<file path="src/rtl/stream_demux_pkg.sv">
// Shared constants, slot operation encoding and select-range helper for stream_demux.
// Optional per-channel beat counters are enabled with STREAM_DEMUX_CNT_EN.
package stream_demux_pkg;

  localparam int unsigned NUM_OUT_DEF = 4;
  localparam int unsigned DATA_W_DEF  = 8;
  localparam int unsigned CNT_W_DEF   = 16;

  typedef enum logic [1:0] {
    SLOT_HOLD,
    SLOT_LOAD,
    SLOT_DRAIN
  } slot_op_e;

  // True when sel addresses an existing channel of an n-channel demux.
  function automatic logic sel_in_range(input int unsigned sel, input int unsigned n);
    return sel < n;
  endfunction

endpackage

</file>
<file path="src/rtl/stream_demux_slot.sv">
// One output channel of stream_demux: a single valid/data register with load and drain.
// With STREAM_DEMUX_CNT_EN a delivered-beat counter with synchronous clear is added.
module stream_demux_slot
  import stream_demux_pkg::*;
#(
  parameter int unsigned DATA_W = DATA_W_DEF
`ifdef STREAM_DEMUX_CNT_EN
  ,
  parameter int unsigned CNT_W  = CNT_W_DEF
`endif
) (
  input  logic              clk,
  input  logic              rst,
  input  logic              load,
  input  logic [DATA_W-1:0] load_data,
  input  logic              ready,
  output logic              valid,
  output logic [DATA_W-1:0] data,
  output logic              free
`ifdef STREAM_DEMUX_CNT_EN
  ,
  input  logic              cnt_clr,
  output logic [CNT_W-1:0]  count
`endif
);

  slot_op_e op;

  assign free = !valid || ready;

  // A load always wins: it covers both an empty slot and a same-cycle drain+refill.
  always_comb begin
    op = SLOT_HOLD;
    if (load) begin
      op = SLOT_LOAD;
    end else if (valid && ready) begin
      op = SLOT_DRAIN;
    end
  end

  always_ff @(posedge clk or posedge rst) begin
    if (rst) begin
      valid <= 1'b0;
      data  <= '0;
    end else begin
      case (op)
        SLOT_LOAD: begin
          valid <= 1'b1;
          data  <= load_data;
        end
        SLOT_DRAIN: valid <= 1'b0;
        default: ;
      endcase
    end
  end

`ifdef STREAM_DEMUX_CNT_EN
  always_ff @(posedge clk or posedge rst) begin
    if (rst) begin
      count <= '0;
    end else if (cnt_clr) begin
      count <= '0;
    end else if (valid && ready) begin
      count <= count + 1'b1;
    end
  end
`endif

endmodule

</file>
<file path="src/rtl/stream_demux.sv">
// 1:NUM_OUT valid/ready stream demultiplexer with one registered slot per channel.
// Define STREAM_DEMUX_CNT_EN to add cnt_clr and per-channel out_count beat counters.
module stream_demux
  import stream_demux_pkg::*;
#(
  parameter int unsigned NUM_OUT = NUM_OUT_DEF,
  parameter int unsigned DATA_W  = DATA_W_DEF,
  parameter int unsigned SEL_W   = $clog2(NUM_OUT),
  parameter int unsigned CNT_W   = CNT_W_DEF
) (
  input  logic                      clk,
  input  logic                      rst,
  input  logic                      in_valid,
  output logic                      in_ready,
  input  logic [DATA_W-1:0]         in_data,
  input  logic [SEL_W-1:0]          in_sel,
  output logic [NUM_OUT-1:0]        out_valid,
  input  logic [NUM_OUT-1:0]        out_ready,
  output logic [NUM_OUT*DATA_W-1:0] out_data,
  output logic                      drop
`ifdef STREAM_DEMUX_CNT_EN
  ,
  input  logic                      cnt_clr,
  output logic [NUM_OUT*CNT_W-1:0]  out_count
`endif
);

  logic [NUM_OUT-1:0] free;
  logic [NUM_OUT-1:0] load;
  logic               sel_ok;
  logic               accept;

  assign sel_ok = sel_in_range(32'(in_sel), NUM_OUT);

  // Out-of-range selects never match a channel, so in_ready stays 1 for them.
  always_comb begin
    in_ready = 1'b1;
    for (int unsigned k = 0; k < NUM_OUT; k++) begin
      if (in_sel == SEL_W'(k)) begin
        in_ready = free[k];
      end
    end
  end

  assign accept = in_valid && in_ready;

  always_comb begin
    load = '0;
    for (int unsigned k = 0; k < NUM_OUT; k++) begin
      load[k] = accept && (in_sel == SEL_W'(k));
    end
  end

  always_ff @(posedge clk or posedge rst) begin
    if (rst) begin
      drop <= 1'b0;
    end else begin
      drop <= accept && !sel_ok;
    end
  end

  for (genvar k = 0; k < NUM_OUT; k++) begin : g_slot
    stream_demux_slot #(
      .DATA_W(DATA_W)
`ifdef STREAM_DEMUX_CNT_EN
      ,
      .CNT_W (CNT_W)
`endif
    ) u_slot (
      .clk      (clk),
      .rst      (rst),
      .load     (load[k]),
      .load_data(in_data),
      .ready    (out_ready[k]),
      .valid    (out_valid[k]),
      .data     (out_data[k*DATA_W +: DATA_W]),
      .free     (free[k])
`ifdef STREAM_DEMUX_CNT_EN
      ,
      .cnt_clr  (cnt_clr),
      .count    (out_count[k*CNT_W +: CNT_W])
`endif
    );
  end

endmodule

</file>
<file path="config.mk">
export PLATFORM = sky130hd
export DESIGN_NAME = stream_demux
export DESIGN_NICKNAME = d
export VERILOG_FILES = /design/src/rtl/stream_demux_pkg.sv /design/src/rtl/stream_demux_slot.sv /design/src/rtl/stream_demux.sv
export SDC_FILE = /design/constraint.sdc
export NUM_CORES = 1
export LEC_CHECK = 0
export CORE_MARGIN = 2
export CORE_UTILIZATION = 30
export DETAILED_ROUTE_END_ITERATION = 6
export PLACE_DENSITY = 0.58
export SLEW_MARGIN = 20
export SYNTH_ARGS = -nofsm -noshare
export SYNTH_HDL_FRONTEND = slang
export SYNTH_HIERARCHICAL = 1
export SYNTH_SLANG_ARGS = --single-unit
</file>
<file path="constraint.sdc">
create_clock -name clk -period 1.71 [get_ports clk]
set_clock_uncertainty 0.2 [all_clocks]
set_input_delay 0.171 -clock clk [delete_from_list [all_inputs] [get_ports clk]]
set_output_delay 0.171 -clock clk [all_outputs]
set_load 0.02 [all_outputs]
</file>
Yosys cells after proc, flatten, opt, wreduce, memory -nomap -nowiden
Cells that the tools add are included.

storage, ports and cells
  bits in registers = 36
  latch bits = 0
  memory bits (writable) = 0
  ROM bits = 0
  bits of input ports = 17
  output and inout bits = 38
  word-level logic and storage cells = 57
  memories = 0

operators by class
  $add $sub $neg = 0
  multiply operators = 0
  div/mod/pow operators = 0
  magnitude comparators = 0
  eq/ne operators = 11
  shifts and indexed selects = 0
  muxes and demuxes = 16
  bitwise operators = 0
  reduce and logical (&&, ||, !) cells = 22

operators with widths
  operator            number
  $mux 2              8
  $eq 2x2->1 const B  6
  $eq 2x1->1 const B  5
  $logic_and 1x1->1   9
  $pmux 1 s2          4
  $reduce_bool 2->1   4
  $logic_not 1->1     4
  $logic_or 1x1->1    4
  $mux 1              4
  $logic_not 2->1     1

Longest topological paths before layout
Gate-level depths: netlist of the first run.

  depth after elaboration = 11
  gate-level depth with buffers = 4
  depth with buffers taken out = 3

By module
The synthesis of the first run kept the hierarchy.

modules (own cells, without submodules)
  module             instances  cells each  area an instance (um^2)  sequential area each (um^2)
  stream_demux_slot  4          21          372.9                    225.2
  stream_demux       1          7           78.8                     0.0

Least setup slack after synthesis of the first run
OpenSTA, ideal clock, no wires.

  path kind = register -> register
  start point = reg g_slot[0].u_slot.valid
  end point = reg g_slot[0].u_slot.data[0]
  arrival = 1.220 ns
  required time = 1.385 ns
  slack = 0.164 ns
  stages on the path, launching flop included = 5
  buffers on the path = 1
  period minus slack after synthesis = 1.546 ns
  path through = dfrtp_1 -> nand2b_1 -> and4bb_2 -> buf_6 -> mux2_4

between the ends
  cells in the longest elaborated chain, start to end = 10
  elaborated cells between the ends (all ways) = 12

RTL lines
  element                 RTL line                 text
  from (decl)             stream_demux_slot.sv:17  output logic valid,
  from (signal assigned)  stream_demux_slot.sv:43  valid <= 1'b0;
  from (signal assigned)  stream_demux_slot.sv:48  valid <= 1'b1;
  from (signal assigned)  stream_demux_slot.sv:51  SLOT_DRAIN: valid <= 1'b0;
  $logic_not 1->1         stream_demux_slot.sv:29  assign free = !valid || ready;
  $logic_or 1x1->1        stream_demux_slot.sv:29
  via free[0]             stream_demux.sv:28       logic [NUM_OUT-1:0] free;
  $mux 1 (4 in series)    stream_demux.sv:39       if (in_sel == SEL_W'(k)) begin
  $logic_and 1x1->1       stream_demux.sv:45       assign accept = in_valid && in_ready;
  $logic_and 1x1->1       stream_demux.sv:50       load[k] = accept && (in_sel == SEL_W'(k));
  via load[0]             stream_demux.sv:29       logic [NUM_OUT-1:0] load;
  $mux 2                  stream_demux_slot.sv:34  if (load) begin
  $eq 2x1->1              stream_demux_slot.sv:46  case (op)
  to (signal assigned)    stream_demux_slot.sv:49  data <= load_data;
  to (decl)               stream_demux_slot.sv:18  output logic [DATA_W-1:0] data,

The timed path passes the listed nets, and every way through them passes these cells.
A chain may end at the register's enable or synchronous reset.

Worst setup path after layout of the first run
  start point = in out_ready[1]
  end point = out in_ready

between the ends
  cells in the longest elaborated chain, start to end = 4

RTL lines
  element               RTL line                 text
  from (decl)           stream_demux.sv:18       input logic [NUM_OUT-1:0] out_ready,
  $logic_or 1x1->1      stream_demux_slot.sv:29
  via free[1]           stream_demux.sv:28
  $mux 1 (3 in series)  stream_demux.sv:39
  to (decl)             stream_demux.sv:14       output logic in_ready,

The timed path passes the listed nets, and every way through them passes these cells.

==> results.txt, run 1 <==
minimum clock period after layout = 1.72 ns
Setup violations, final = 1
Synth Flop Type = dfrtp_1
Synth Cell Area = 1570 sq um
# diodes = 0
maxcap violations = 0
die area = 5830 sq um
share of cells above drive strength 1 = 36.5%
post-layout net count = 175
Critical Path Fanout Max = 2
DR pass1 iterations = 4
gate count of the mapped netlist = 91
leading post-synthesis cells by cell area = dfrtp_1 (57%), mux2_4 (31%), nand2b_1 (3.2%), buf_6 (2.9%), and4b_2 (1.4%)
r2r endpoint = g_slot[1].u_slot/data[6]
Mapped Nets = 108
flop-to-flop setup slack = 0.09 ns
Peak Freq = 581 MHz
number of flops mapped to enable cells by yosys = 0
Inst Count DP = 220
initial antenna violation count = 0
TritonCTS clock tree = done
Rows = 26
IO Port Bufs = 53
largest net degree at the start of global routing = 11
reg2reg start = g_slot[1].u_slot/valid
die width = 76.3 um
Commonest cells post-synth = dfrtp_1 (36), mux2_4 (32), nand2b_1 (8), buf_6 (4), inv_1 (4)
HP Class = in -> async
htree depth = 2
Layout Cells excl Fill = 229
total congestion overflow = 0
Routed wire per std cell = 15.5 um
Starting DRT DRC Count = 39
CP Capture Type = output pin
final setup margin = -0.0117 ns
Max clock buf depth = 2
starting density of the core = 30.9%
power per standard cell area = 1120 nW/um^2
Leakage = 1.08 nW
drt drc = 0
hold_buf cts = 0
unrepaired setup endpoints after global routing = yes
failing checks = setup timing
final hold vios = 0
Clock Latency Late Sink = 0.27 ns
Die Y = 76.3 um
Post-DP HPWL = 2690 um
pre-CTS setup slack = -0.386 ns
Setup CP Type = in -> out
ANT nets after route = 0
run status = finished, violations left
TritonCTS Buffers = 5
design area = 2380 sq um
Setup TNS Final = -0.0117 ns
startpoint types = input port
critical path required time = 1.34 ns
final worst path period share = 101%
Mapped Avg Cell Area = 17.3 sq um
clock root buffer = clkbuf_8
vias per cell = 4.21
global-route wire length before repair = 5810 um
Worst Reg-to-Reg Cells = 5
CP arrival = 1.35 ns
utilization after layout = 47.0%
cell taking the most area after synthesis = dfrtp_1
Placement Cell Area = 2270 sq um
clock sink count = 36
synthesis-to-layout area growth = 51.8%
hold_ws = 0.0795 ns
most common cell in the netlist = dfrtp_1
GRT Total Usage = 12.8%
flops & latches, synth = 36
VDD IR max = 0.807 mV
vias in the first global route = 1033
post-synth cell types = 11
share of flip-flops with an asynchronous set or reset = 100%
vias = 964
Placer Congestion = 0.791
# IOs = 55
synth warn = 6
Routed WL = 3550 um
Pins Over Slew Limit = 0
Clock Pin Slew Worst Setup and Hold Paths = 0.06 ns
register area share after synthesis = 57.4%
Yosys top cell area share = 57.4%
Core Footprint = 5070 sq um
total power = 2.67 mW
cells by family (layout without fill, tap and decap cells):
| group | Yosys count | in the layout | synth area share [%] |
|---|---|---|---|
| mux | 33 | 33 | 32.0 |
| other cells | 1 | 1 | 0.239 |
| buf+inv | 9 | 77 | 4.30 |
| flops | 36 | 36 | 57.4 |
| simple gates | 12 | 12 | 6.06 |
worst max path at each step:
stage / startpoint / endpoint / slack, ns
floorplan: g_slot[0].u_slot/valid / g_slot[0].u_slot/data[0] / 0.16
global placement: in_sel[0] / in_ready / -0.38
detailed placement: out_ready[2] / in_ready / -0.39
CTS: g_slot[2].u_slot/valid / in_ready / -0.009
global route: g_slot[1].u_slot/valid / in_ready / -0.04
finish: out_ready[1] / in_ready / -0.01
cell usage in the layout (no fill, tap or decap):
| cell | count |
|---|---|
| nand2b_1 | 6 |
| dlygate4sd2_1 | 1 |
| mux2_4 | 32 |
| clkdlybuf4s50_1 | 50 |
| dlymetal6s2s_1 | 1 |
| dfrtp_1 | 36 |
| and4bb_2 | 1 |
| clkbuf_1 | 2 |
| buf_12 | 4 |
| buf_6 | 1 |
| inv_1 | 4 |
| and4b_2 | 2 |
| buf_4 | 8 |
| mux4_2 | 1 |
| nand2b_4 | 2 |
| clkbuf_8 | 6 |
| conb_1 | 1 |
| and4_2 | 1 |
flip-flops by register name, summed over array words and instances, names as in the netlist:
register and count:
g_slot.u_slot/valid 4, g_slot.u_slot/data 32
final cells by class:
type | count | area, sq um
Tap cell | 70 | 87.6
Multi-Input combinational cell | 46 | 617
Sequential cell | 36 | 901
Clock buffer | 8 | 90.1
Timing Repair Buffer | 65 | 673
Inverter | 4 | 15.0
Fill cell | 472 | 2690
worst max-delay path, stage by stage:
cell             delay, ns
clkdlybuf4s50_1       0.43
nand2b_4              0.15
mux4_2                0.45
buf_6                 0.15
timing repair:
action                                  in CTS  in global routing
gates cloned                                 0                  0
setup buffers                                0                  1
endpoints found under the setup margin       1                  1
gates resized for setup                      8                  2
power breakdown:
group / switching [mW] / total, mW / internal (mW)
combinational: 0.396 / 0.959 / 0.563
sequential: 0.102 / 1.12 / 1.02
clock: 0.260 / 0.588 / 0.328
total: 0.758 / 2.67 / 1.91
metal layers:
metal / wire (um) / track usage, %
met1: 1640 / 18.4
met2: 1770 / 20.4
met3: 129 / 3.55
met4: 20 / 1.09
met5: 0 / 0
No activity file was read; power rests on OpenSTA's default activity.
==> inputs of run 2 (changes only) <==
CORE_ASPECT_RATIO = 1.2   (was not set)
SLEW_MARGIN = 40   (was 20)
==> results.txt, run 2 (same netlist as run 1, synthesis figures left out) <==
vias in the first global route = 1073 (+3.9%)
Max clock buf depth = 2 (unchanged)
Inst Count DP = 211 (-4.1%)
commonest non-fill, non-tap cell in the layout = clkdlybuf4s50_1
die width = 70.0 um (-8.3%)
post-layout net count = 176 (+0.57%)
CP arrival = 1.35 ns (about the same)
Core Footprint = 4970 sq um (-2.0%)
Rows = 28 (+7.7%)
Setup TNS Final = -0.0154 ns (-0.00365 ns)
final hold vios = 0 (unchanged)
Routed wire per std cell = 16.5 um (+6.3%)
clock root buffer = clkbuf_8
Pins Over Slew Limit = 0 (unchanged)
Largest regs = g_slot.u_slot/data (32), g_slot.u_slot/valid (4)
power per standard cell area = 1140 nW/um^2 (+1.9%)
utilization after layout = 47.4% (+0.44 points)
drt drc = 0 (unchanged)
Setup CP Type = reg -> out
filler cell count = 439 (-7.0%)
TritonCTS Buffers = 5 (unchanged)
global-route wire length before repair = 5820 um (+0.24%)
total congestion overflow = 0 (unchanged)
die area = 5830 sq um (about the same)
synthesis-to-layout area growth = 50.2%
final worst path period share = 101% (+0.21 points)
vias per cell = 4.55 (+8.1%)
Leakage = 1.07 nW (-0.76%)
vias = 1001 (+3.8%)
initial antenna violation count = 0 (unchanged)
ANT nets after route = 0 (unchanged)
hold_ws = 0.0447 ns (-0.0348 ns)
unrepaired setup endpoints after global routing = yes
GRT Total Usage = 12.9% (+0.018 points)
# IOs = 55 (unchanged)
Placer Congestion = 0.765 (-3.3%)
HP Class = in -> async
Setup violations, final = 1 (unchanged)
Critical Path Fanout Max = 2 (unchanged)
DR pass1 iterations = 4 (unchanged)
minimum clock period after layout = 1.73 ns (+0.00365 ns)
run status = finished, violations left
failing checks = setup timing
Clock Pin Slew Worst Setup and Hold Paths = 0.07 ns (about the same)
VDD IR max = 0.495 mV (-39%)
share of cells above drive strength 1 = 35.6% (-0.85 points)
hold_buf cts = 0 (unchanged)
Peak Freq = 580 MHz (-0.21%)
final setup margin = -0.0154 ns (-0.00365 ns)
critical path required time = 1.34 ns (about the same)
Post-DP HPWL = 2710 um (+0.75%)
Layout Cells excl Fill = 220 (-3.9%)
htree depth = 2 (unchanged)
design area = 2360 sq um (-1.1%)
Starting DRT DRC Count = 15 (-62%)
TritonCTS clock tree = done
startpoint types = flip-flop
max FFs per register = 32 (unchanged)
Die Y = 83.3 um (+9.1%)
maxcap violations = 0 (unchanged)
CP Capture Type = output pin
largest net degree at the start of global routing = 11 (unchanged)
starting density of the core = 31.6% (+0.62 points)
Routed WL = 3630 um (+2.1%)
clock sink count = 36 (unchanged)
Clock Latency Late Sink = 0.28 ns (about the same)
IO Port Bufs = 53 (unchanged)
# diodes = 0 (unchanged)
Placement Cell Area = 2260 sq um (-0.22%)
most frequent cells in the layout = clkdlybuf4s50_1 (49), dfrtp_1 (36), mux2_4 (32)
flop-to-flop setup slack = 0.09 ns (about the same)
Biggest register = g_slot.u_slot/data
[run 2: cell count changes in the layout (fill, tap and decap cells not counted), sizes merged]
cell           previous run  this run
buf                      13        14
clkdlybuf4s50            50        49
dlymetal6s2s              1         0
dlygate4sd2               1         3
[run 2: layout make-up]
type	instances	area (sq um)	share of cell area, %
clock buffers	8	90.1	3.82
inverters	4	15.0	0.637
multi-input cells	46	602	25.5
flip-flops and latches	36	901	38.2
well taps	60	75.1	3.18
repair buffers	66	676	28.6
[run 2: report_power, final]
group          internal [mW]  total, mW  leakage [nW]  switching, mW
Sequential              1.02       1.12         0.432          0.105
Combinational          0.560      0.956         0.593          0.397
Clock                  0.328      0.610        0.0455          0.282
Total                   1.91       2.69          1.07          0.783
[run 2: routing by layer]
metal  track usage, %  share of wire (%)
met1             17.4                 45
met2             20.0                 49
met3             2.55                4.9
met4             5.42                1.6
met5                0                  0
[run 2: worst paths after layout]
path | startpoint | endpoint | cells after the start
max in group asynchronous | rst | g_slot[1].u_slot/data[6] | 2
worst min-delay path | rst | g_slot[0].u_slot/valid | 2
min in group clk | g_slot[3].u_slot/data[3] | g_slot[3].u_slot/data[3] | 1
worst min register to register | g_slot[3].u_slot/data[3] | g_slot[3].u_slot/data[3] | 1
worst max register to register | g_slot[0].u_slot/valid | g_slot[0].u_slot/data[3] | 5
worst max-delay path | g_slot[2].u_slot/valid | in_ready | 3
[run 2: worst max-delay path: stages (launching register included)]
cell and delay [ns]:
dfrtp_1 0.37, nand2b_1 0.09, mux4_2 0.47, buf_6 0.15
[run 2: repair_timing]
item                                    in CTS  in global routing
endpoints found under the setup margin       4                  1
pin swaps                                    0                  0
gates resized for setup                      9                  0
buffers inserted                             1                  0
[run 2: metrics by stage]
step / power, mW / setup WS [ns]
after floorplan: 1.62 / 0.164
after global placement: 2.09 / -0.402
after detailed placement: 2.10 / -0.417
after CTS: 2.73 / -0.0234
after global routing: 2.81 / -0.0752
final: 2.69 / -0.0154
